### src/rtl/sobel_frame_ctrl.sv
// Frame controller for a Sobel edge engine: loads a frame of host pixels into
// the input memory, kicks the engine, counts its output writes, and reports
// done or error back to the host.
module sobel_frame_ctrl #(
   parameter int DATA_WIDTH      = 8,
   parameter int ADDR_WIDTH      = 16,
   parameter int PIXEL_COUNT     = 4096,
   parameter int OUT_PIXEL_COUNT = 3844,
   parameter int TIMEOUT_CYCLES  = 1048576
) (
   input  logic                  clk_i,
   input  logic                  rst_i,
   input  logic                  host_start_i,
   input  logic                  host_wr_valid_i,
   input  logic [DATA_WIDTH-1:0] host_wr_data_i,
   output logic                  host_wr_ready_o,
   input  logic                  host_ack_i,
   output logic                  imem_we_o,
   output logic [ADDR_WIDTH-1:0] imem_addr_o,
   output logic [DATA_WIDTH-1:0] imem_wdata_o,
   output logic                  eng_start_o,
   input  logic [ADDR_WIDTH-1:0] eng_addr_i,
   input  logic                  eng_wr_en_i,
   input  logic                  eng_finish_i,
   output logic                  busy_o,
   output logic                  done_o,
   output logic                  err_o,
   output logic [ADDR_WIDTH-1:0] out_cnt_o,
   output logic [15:0]           frame_cnt_o
);

   localparam int TW = $clog2(TIMEOUT_CYCLES + 1);

   typedef enum logic [2:0] {
      S_IDLE,
      S_LOAD,
      S_KICK,
      S_RUN,
      S_DONE,
      S_ERROR
   } state_t;

   state_t                r_state;
   state_t                w_next_state;
   logic [ADDR_WIDTH-1:0] r_load_cnt;
   logic [ADDR_WIDTH-1:0] r_out_cnt;
   logic [TW-1:0]         r_tmo_cnt;
   logic [15:0]           r_frame_cnt;
   logic                  r_eng_start;

   logic                  w_beat;
   logic                  w_run_wr;
   logic [ADDR_WIDTH-1:0] w_out_inc;
   logic [ADDR_WIDTH-1:0] w_cnt_incl;

   // Output count saturates at all-ones instead of wrapping.
   assign w_out_inc = (&r_out_cnt) ? r_out_cnt : r_out_cnt + ADDR_WIDTH'(1);

   // State register.
   always_ff @(posedge clk_i or posedge rst_i) begin
      if (rst_i) begin
         r_state <= S_IDLE;
      end else begin
         r_state <= w_next_state;
      end
   end

   // Next-state logic; finish decisions include a write strobe in the same cycle.
   always_comb begin
      w_next_state = r_state;
      w_beat       = 1'b0;
      w_run_wr     = 1'b0;
      w_cnt_incl   = r_out_cnt;
      case (r_state)
         S_IDLE: begin
            if (host_start_i) begin
               w_next_state = S_LOAD;
            end
         end
         S_LOAD: begin
            if (host_wr_valid_i) begin
               w_beat = 1'b1;
               if (r_load_cnt == ADDR_WIDTH'(PIXEL_COUNT - 1)) begin
                  w_next_state = S_KICK;
               end
            end
         end
         S_KICK: begin
            w_next_state = S_RUN;
         end
         S_RUN: begin
            w_run_wr = eng_wr_en_i;
            if (eng_wr_en_i) begin
               w_cnt_incl = w_out_inc;
            end
            if (eng_finish_i) begin
               w_next_state = (w_cnt_incl == ADDR_WIDTH'(OUT_PIXEL_COUNT)) ? S_DONE : S_ERROR;
            end else if (r_tmo_cnt == TW'(TIMEOUT_CYCLES - 1)) begin
               w_next_state = S_ERROR;
            end
         end
         S_DONE, S_ERROR: begin
            if (host_ack_i) begin
               w_next_state = S_IDLE;
            end
         end
         default: begin
            w_next_state = S_IDLE;
         end
      endcase
   end

   // Counters and the registered engine start pulse.
   always_ff @(posedge clk_i or posedge rst_i) begin
      if (rst_i) begin
         r_load_cnt  <= '0;
         r_out_cnt   <= '0;
         r_tmo_cnt   <= '0;
         r_frame_cnt <= '0;
         r_eng_start <= 1'b0;
      end else begin
         r_eng_start <= (w_next_state == S_KICK);
         if (r_state == S_IDLE && host_start_i) begin
            r_load_cnt <= '0;
            r_out_cnt  <= '0;
            r_tmo_cnt  <= '0;
         end
         if (w_beat) begin
            r_load_cnt <= r_load_cnt + ADDR_WIDTH'(1);
         end
         if (r_state == S_RUN) begin
            r_tmo_cnt <= r_tmo_cnt + TW'(1);
            if (w_run_wr) begin
               r_out_cnt <= w_cnt_incl;
            end
         end
         if (r_state == S_DONE && host_ack_i) begin
            r_frame_cnt <= r_frame_cnt + 16'd1;
         end
      end
   end

   assign host_wr_ready_o = (r_state == S_LOAD);
   assign imem_we_o       = w_beat;
   assign imem_addr_o     = (r_state == S_LOAD) ? r_load_cnt : eng_addr_i;
   assign imem_wdata_o    = (r_state == S_LOAD) ? host_wr_data_i : '0;
   assign eng_start_o     = r_eng_start;
   assign busy_o          = (r_state == S_LOAD) || (r_state == S_KICK) || (r_state == S_RUN);
   assign done_o          = (r_state == S_DONE);
   assign err_o           = (r_state == S_ERROR);
   assign out_cnt_o       = r_out_cnt;
   assign frame_cnt_o     = r_frame_cnt;

endmodule
### config.mk
export PLATFORM = sky130hd
export DESIGN_NAME = sobel_frame_ctrl
export DESIGN_NICKNAME = d
export VERILOG_FILES = /design/src/rtl/sobel_frame_ctrl.sv
export SDC_FILE = /design/constraint.sdc
export NUM_CORES = 1
export LEC_CHECK = 0
export CAP_MARGIN = 20
export CORE_ASPECT_RATIO = 1.1
export CORE_UTILIZATION = 35
export CTS_BUF_LIST = sky130_fd_sc_hd__clkbuf_8
export DETAILED_ROUTE_END_ITERATION = 16
export PLACE_DENSITY_LB_ADDON = 0.1
export SKIP_LAST_GASP = 1
export SYNTH_ARGS = -nofsm -noshare
export SYNTH_HDL_FRONTEND = slang
export SYNTH_SLANG_ARGS = --single-unit
### constraint.sdc
create_clock -name clk_i -period 5.3 [get_ports clk_i]
set_clock_uncertainty 0.1 [all_clocks]
set_input_delay 0.795 -clock clk_i [delete_from_list [all_inputs] [get_ports clk_i]]
set_output_delay 0.795 -clock clk_i [all_outputs]
set_load 0.05 [all_outputs]
After elaboration in Yosys (flattened, before gate mapping)
Index checks and enable logic that the tools add are counted.

Input port bits: 31. Register bits: 73. Word-level logic and storage cells: 51. Output and inout port bits: 62.

Reduce and logical (&&, ||, !) cells: 9. Mux-type cells: 23. $add $sub $neg: 4. Eq/ne operators: 9.

Operator list (count): $mux W16 (9); $add A16 B1 Y16 const B (3); $mux W21 (2); $eq A16 B12 Y1 const B (2); $add A21 B1 Y21 const B (1); $eq A21 B20 Y1 const B (1); $mux W3 (6); $reduce_and A16 Y1 (1); $pmux W3 S5 (1); $eq A3 B2 Y1 const B (3); $mux W8 (1); $eq A3 B3 Y1 const B (2); $mux W1 (4); $reduce_bool A2 Y1 (2); $eq A3 B1 Y1 const B (1); $logic_not A3 Y1 (1); $logic_and A1 B1 Y1 (2); $logic_or A1 B1 Y1 (2); $reduce_or A2 Y1 (1).

Logic depth before layout (Yosys ltp)
Gate-level depths: netlist of run 1.

Depth after elaboration: 9. Gate-level depth with buffers: 9. Gate-level depth less buffers: 7.

Worst setup path before layout of run 1
OpenSTA, ideal clock, no wires.

Path type: register to output. Start: register r_state[2]. End: output imem_wdata_o[0]. Arrival time: 1998 ps. Data required time: 4405 ps. Buffers on the path: 3. Cell stages (with the launch flop): 6. Path slack: 2407 ps. Path through: dfrtp_1 -> buf_2 -> nor3b_1 -> buf_2 -> clkbuf_1 -> and2_1.

Word-level cells in the longest chain between the ends: 2.

RTL lines: start, declared (RTL line 43) `state_t r_state;`; start signal, assigned (RTL line 64) `r_state <= w_next_state;`; $eq A3 B1 Y1; net host_wr_ready_o (RTL line 16) `output logic host_wr_ready_o,`; $mux W8 (RTL line 146) `assign imem_wdata_o = (r_state == S_LOAD) ? host_wr_data_i : '0;`; end, declared (RTL line 20) `output logic [DATA_WIDTH-1:0] imem_wdata_o,`.

The timed path passes the listed nets, and every way through them passes these cells.

Final worst setup path of run 1
Start: register r_state[0]. End: output imem_we_o.

Word-level cells in the longest chain between the ends: 2.

RTL lines: $eq A3 B1 Y1 (RTL line 74) `case (r_state)`; $mux W1 (RTL line 74); end, declared (RTL line 18) `output logic imem_we_o,`.

No other way between the ends.

==> flow_summary.json, run 1 <==
{
  "worstPathCellList": "nor3b_2 > buf_4 > nand2_2 > inv_2 > clkdlybuf4s50_1",
  "coreArea_um2": 12100,
  "route.vias.total": 3877,
  "p_sw_share_pct": 29.9,
  "fin_nets": 586,
  "drt_iter0_markers": 188,
  "seqPwrFrac_pct": 49.9,
  "fmax_ghz": 0.285,
  "fp-row-count": 42,
  "slew_viol_final": 0,
  "syn_nets": 502,
  "rsz0062_at_grt": "false",
  "post_cts_buffers": 0,
  "routedWlPerCell_um": 15.4,
  "tns_ns": 0,
  "cts_resized": 0,
  "critical-path-max-stage-delay_ns": 0.82,
  "r2r-start": "out_cnt_o[2]",
  "crit_fanout": 27,
  "endpoint_kind": "primary output",
  "r2r_setup_slack_ns": 2.53,
  "seq_area_frac_synth_pct": 42.0,
  "timing_worst_setup_path_type": "reg -> out",
  "htree_levels": 3,
  "netlist_area_um2": 4350,
  "p_comb_share_pct": 15.5,
  "initial_utilization_pct": 36.0,
  "drive_gt1_share_pct": 11.3,
  "pwr-share-clk_pct": 34.5,
  "groute.usage.overall_pct": 18.1,
  "p_int_w": 0.000902,
  "portBuffers": 92,
  "p_switching_w": 0.000384,
  "routed_wl_mm": 11.0,
  "ff2ff_path_depth": 6,
  "hold_viol_final": 0,
  "yosysWarnings": 0,
  "tightest_slew_ns": 0.897,
  "synth_cell_types": 63,
  "final_util_pct": 46.0,
  "die_y_um": 119,
  "hp-start": "frame_cnt_o[15]",
  "peakVddDrop_mv": 0.213,
  "holdBufCountCts": 0,
  "synth_cells": 467,
  "crit_slowest_cell": "clkdlybuf4s50_1",
  "multi_input_area_um2": 2350,
  "area_delta_synth_final_pct": 27.9,
  "synth_enable_flop_cells": 0,
  "maxCapViolations": 0,
  "synthFlopType": "dfrtp_1",
  "seq_area_um2": 1830,
  "min_period_ns": 3.50,
  "cts.clk_slew.worst_paths_ns": 0.08,
  "hold_path_depth": 1,
  "synth_area_per_cell_um2": 9.30,
  "synthDominantCellAreaShare_pct": 42.0,
  "arrival_ns": 2.61,
  "finalWeightedCongestion": 0.862,
  "hp-class": "reg -> reg",
  "yosysTopAreaCell": "dfrtp_1",
  "postSynth.asyncResetShare_pct": 100,
  "crit_required_ns": 4.41,
  "diodes": 0,
  "ys_ff_latch": 73,
  "cellLeakagePower_nw": 2.31,
  "io-pin-count": 93,
  "setup_violations": 0,
  "worstSkewPairLatency_ns": 0.36,
  "outcome": "finished, final reports clean",
  "gr-total-overflow": 0,
  "drtPass1Iterations": 4,
  "drcViolationCount": 0,
  "die_w_um": 108,
  "grt_max_degree": 43,
  "synth.area.top_cells": "dfrtp_1 (42%), mux2_2 (4.9%), o21ai_0 (4.3%)",
  "dp_hpwl_mm": 7.88,
  "startpoint_type": "register",
  "cts.sinks": 73,
  "layout.filler_cells": 1228,
  "antenna_found_initial": 0,
  "relSlewSlack_pct": 40.1,
  "cellPowerDensity_nw_per_um2": 231,
  "dieArea_um2": 12900,
  "final_antenna_net_count": 0,
  "grt_pass1_vias": 3674,
  "clockRootBuffer": "clkbuf_8",
  "power_w": 0.00129,
  "cts_inserted_buffers": 9,
  "vias_per_cell": 5.46,
  "cts_tree": "built",
  "layout_worst_path_cycle_share_pct": 66.1,
  "r2r-end": "r_state[0]",
  "cts_buffer_depth": 2,
  "hold_path_end": "frame_cnt_o[15]",
  "grt_pass1_wl_mm": 18.4
}
worst max path at each step:
stage	start	endpoint	slack [ns]
final	r_state[0]	imem_we_o	1.80
after global routing	r_state[0]	imem_we_o	1.60
after CTS	r_state[0]	imem_we_o	1.76
after detailed placement	host_wr_valid_i	imem_we_o	2.02
after global placement	host_wr_valid_i	imem_we_o	2.03
after floorplan	r_state[2]	imem_wdata_o[0]	2.41
logic make-up (layout without fill, tap and decap cells):
kind of cell,after synthesis,count (layout),share of synthesized area (%)
AOI/OAI and AO/OA,104,104,15.5
xor gates and xnor gates,18,18,3.63
adders and majority gates,4,4,1.15
buffers and inverters,31,120,3.89
DFF,73,73,42.0
muxes,29,29,7.23
and+or+nand+nor,208,208,26.6
layout by cell type, fill, tap and decap left out, types with 6 or more instances in the layout:
cell type	n
clkdlybuf4s50_1	92
and2_1	10
nand3_1	31
nand2_1	49
inv_1	8
xnor2_1	12
nand4_1	20
o21ai_0	37
mux2i_1	10
xor2_1	6
nor3_1	6
o31ai_1	18
nor2_1	38
nor4_1	6
and3_1	8
a21oi_1	12
dfrtp_1	73
clkbuf_8	10
o211ai_1	11
mux2_2	19
cell usage after synthesis (4+ instances only):
cell      number
mux2i_1       10
nand3_1       31
o211ai_1      11
nand2_1       49
inv_1          7
or2_2          4
and4_1         5
xnor2_1       12
o21ai_0       37
nor4_1         6
and3_1         8
buf_2          6
a31oi_1        4
dfrtp_1       73
and2_1        10
ha_1           4
nor2_1        38
o31ai_1       18
nand4_1       20
clkbuf_1      10
a21oi_1       12
mux2_2        19
nor3_1         6
xor2_1         6
flip-flops by register name, indices dropped and copies added, names as in the netlist:
signal / count
eng_start_o: 1
out_cnt_o: 16
r_tmo_cnt: 21
frame_cnt_o: 16
r_load_cnt: 16
r_state: 3
cell type report:
cell class | instances | share of cell area [%]
clock buffers | 10 | 2.48
clock inverters | 6 | 1.06
inverters | 8 | 0.540
multi-input cells | 363 | 42.4
flip-flops and latches | 73 | 32.9
well taps | 154 | 3.47
repair buffers | 96 | 17.2
power groups by stage:
stage / clock network [W] / logic, W / registers, W
finish: 0.000444 / 0.000200 / 0.000642
global route: 0.000481 / 0.000220 / 0.000648
CTS: 0.000458 / 0.000203 / 0.000641
detailed placement: 0 / 0.000202 / 0.000652
global placement: 0 / 0.000201 / 0.000651
floorplan: 0 / 0.000140 / 0.000633
critical path: cells and delay by family (launching register included):
family        cells  cell delay [ns]
buf+inv           3             1.27
flops             1             0.56
simple gates      2             0.41
layer usage:
metal  up-vias  global-route usage [%]  routed length (um)
met2        95                    27.8                5180
met4         0                    7.45                 231
li1       1903                       -                   -
met3        19                    4.00                 505
met5         -                       0                   0
met1      1860                    24.6                5040
stage by stage:
stage	hold slack [ns]	setup WS, ns	instances	instance area, um2
floorplan	0.338	2.41	467	4350
CTS	0.377	1.76	710	5560
detailed placement	0.363	2.02	694	5360
global placement	0.359	2.03	693	5350
global route	0.396	1.60	710	5560
finish	0.368	1.80	710	5560
No activity file was read; power rests on OpenSTA's default activity.
==> run 2, diff against run 1 <==
==> constraint.sdc (replaced) <==
create_clock -name clk_i -period 3.54 [get_ports clk_i]
set_clock_uncertainty 0.1 [all_clocks]
set_input_delay 0.531 -clock clk_i [delete_from_list [all_inputs] [get_ports clk_i]]
set_output_delay 0.531 -clock clk_i [all_outputs]
set_load 0.05 [all_outputs]
==> run 2 against run 1 <==
Via count grew 0.39%. Total power up 54%. Worst setup slack got worse by 1.5 ns. Largest power group unchanged.
==> flow_summary.json, run 2 (synthesis results as in run 1) <==
{
  "antenna_found_initial": 0,
  "diodes": 0,
  "p_switching_w": 0.000631,
  "hp-start": "frame_cnt_o[15]",
  "hp-class": "reg -> reg",
  "post_cts_buffers": 0,
  "holdBufCountCts": 0,
  "crit_fanout": 27,
  "drtPass1Iterations": 4,
  "seqPwrFrac_pct": 48.4,
  "final_area_um2": 5600,
  "route.vias.total": 3892,
  "portBuffers": 92,
  "layout_worst_path_cycle_share_pct": 92.2,
  "outcome": "finished, final reports clean",
  "final_antenna_net_count": 0,
  "grt_pass1_vias": 3738,
  "vias_per_cell": 5.46,
  "worstSkewPairLatency_ns": 0.36,
  "setup_violations": 0,
  "fp-row-count": 42,
  "routedWlPerCell_um": 15.5,
  "placement.cell_area_um2": 5390,
  "p_comb_share_pct": 15.4,
  "arrival_ns": 2.63,
  "largest-register": "r_tmo_cnt",
  "startpoint_type": "register",
  "cts.clk_slew.worst_paths_ns": 0.10,
  "p_int_w": 0.00135,
  "initial_utilization_pct": 36.0,
  "tightest_slew_ns": 0.825,
  "area_delta_synth_final_pct": 28.9,
  "drt_iter0_markers": 175,
  "p_sw_share_pct": 31.8,
  "hold_viol_final": 0,
  "drive_gt1_share_pct": 12.2,
  "grt_max_degree": 74,
  "min_period_ns": 3.27,
  "worstPathCellList": "nor3b_2 > buf_4 > nand2_2 > inv_2 > clkdlybuf4s50_1",
  "htree_levels": 3,
  "largest_reg_flops": 21,
  "cellLeakagePower_nw": 2.32,
  "clockRootBuffer": "clkbuf_8",
  "slew_viol_final": 0,
  "cts_inserted_buffers": 9,
  "fin_nets": 589,
  "gr-total-overflow": 0,
  "timing_worst_setup_path_type": "reg -> out",
  "pwr-share-clk_pct": 36.2,
  "peakVddDrop_mv": 0.234,
  "cts_tree": "built",
  "dp_hpwl_mm": 7.79,
  "relSlewSlack_pct": 44.5,
  "rsz0062_at_grt": "false",
  "endpoint_kind": "primary output",
  "drcViolationCount": 0,
  "coreArea_um2": 12100,
  "final_common_cell": "clkdlybuf4s50_1",
  "routed_wl_mm": 11.1,
  "power_w": 0.00198,
  "cts_buffer_depth": 2,
  "die_w_um": 108,
  "final_util_pct": 46.3,
  "io-pin-count": 93,
  "groute.usage.overall_pct": 18.4,
  "mostFrequentLayoutCells": "clkdlybuf4s50_1 (92), dfrtp_1 (73), nand2_1 (49), nor2_1 (38), o21ai_0 (37)",
  "tns_ns": 0,
  "crit_slowest_cell": "clkdlybuf4s50_1",
  "fmax_ghz": 0.306,
  "whs_ns": 0.371,
  "die_y_um": 119,
  "crit_required_ns": 2.91,
  "cellPowerDensity_nw_per_um2": 354,
  "r2r-start": "out_cnt_o[0]",
  "cts_resized": 0,
  "finalWeightedCongestion": 0.881,
  "cts.sinks": 73,
  "maxCapViolations": 0,
  "dieArea_um2": 12900,
  "critPathLaunch": "r_state[0]",
  "grt_pass1_wl_mm": 18.6,
  "critical-path-max-stage-delay_ns": 0.82
}
run 2: cell count changes in the layout (fill, tap and decap cells not counted), sizes merged:
cell    before  now
buf          4    7
clkinv       1    2
clkbuf      10    9
run 2: path summary, 6_finish.rpt:
kind,to,depth (start not counted),slack [ns]
setup / recovery,imem_we_o,5,0.27
hold / removal,frame_cnt_o[15],1,0.37
setup reg to reg,r_state[0],7,0.87
hold reg to reg,frame_cnt_o[15],1,0.37
max in group asynchronous,out_cnt_o[1],3,2.55
min in group asynchronous,frame_cnt_o[7],3,0.46
run 2: worst max-delay path: cells and delay by family (launching register included):
kind	cells	cell delay [ns]
flip-flops	1	0.55
AND/OR/NAND/NOR	2	0.41
buffers and inverters	3	1.29
run 2: layer usage:
metal / track usage (%) / part of all wire, %
met1: 23.3 / 44
met2: 29.8 / 49
met3: 3.67 / 4.6
met4: 8.39 / 2.3
met5: 0 / 0
run 2: area by class of cell:
| cell class | instances | area (um2) |
|---|---|---|
| tap | 154 | 193 |
| clock buffer | 9 | 124 |
| fill | 1177 | 6490 |
| multi-input combinational | 363 | 2350 |
| timing repair buffer | 99 | 986 |
| inverter | 8 | 30.0 |
| sequential | 73 | 1830 |
| clock inverter | 7 | 86.3 |
run 2: power by group through the flow:
stage / combinational, W / sequential [W] / clock, W
2_1_floorplan: 0.000210 / 0.000947 / 0
3_5_place_dp: 0.000308 / 0.000974 / 0
6_report: 0.000306 / 0.000960 / 0.000718
4_1_cts: 0.000310 / 0.000959 / 0.000732
3_3_place_gp: 0.000302 / 0.000972 / 0
5_1_grt: 0.000333 / 0.000971 / 0.000771
run 2: stage by stage:
step	instances	worst slack (ns)
6_report	713	0.275
5_1_grt	713	0.139
4_1_cts	713	0.256
3_5_place_dp	697	0.666
3_3_place_gp	697	0.698
2_1_floorplan	467	0.911
==> run 3, diff against run 2 <==
--- a/config.mk
+++ b/config.mk
@@ -11,6 +11,7 @@
 export CTS_BUF_LIST = sky130_fd_sc_hd__clkbuf_8
 export DETAILED_ROUTE_END_ITERATION = 16
 export PLACE_DENSITY_LB_ADDON = 0.1
+export SETUP_SLACK_MARGIN = 0.02
 export SKIP_LAST_GASP = 1
 export SYNTH_ARGS = -nofsm -noshare
 export SYNTH_HDL_FRONTEND = slang
==> results of run 3 <==
Final layout, timing and power as in run 2 (identical DEF).
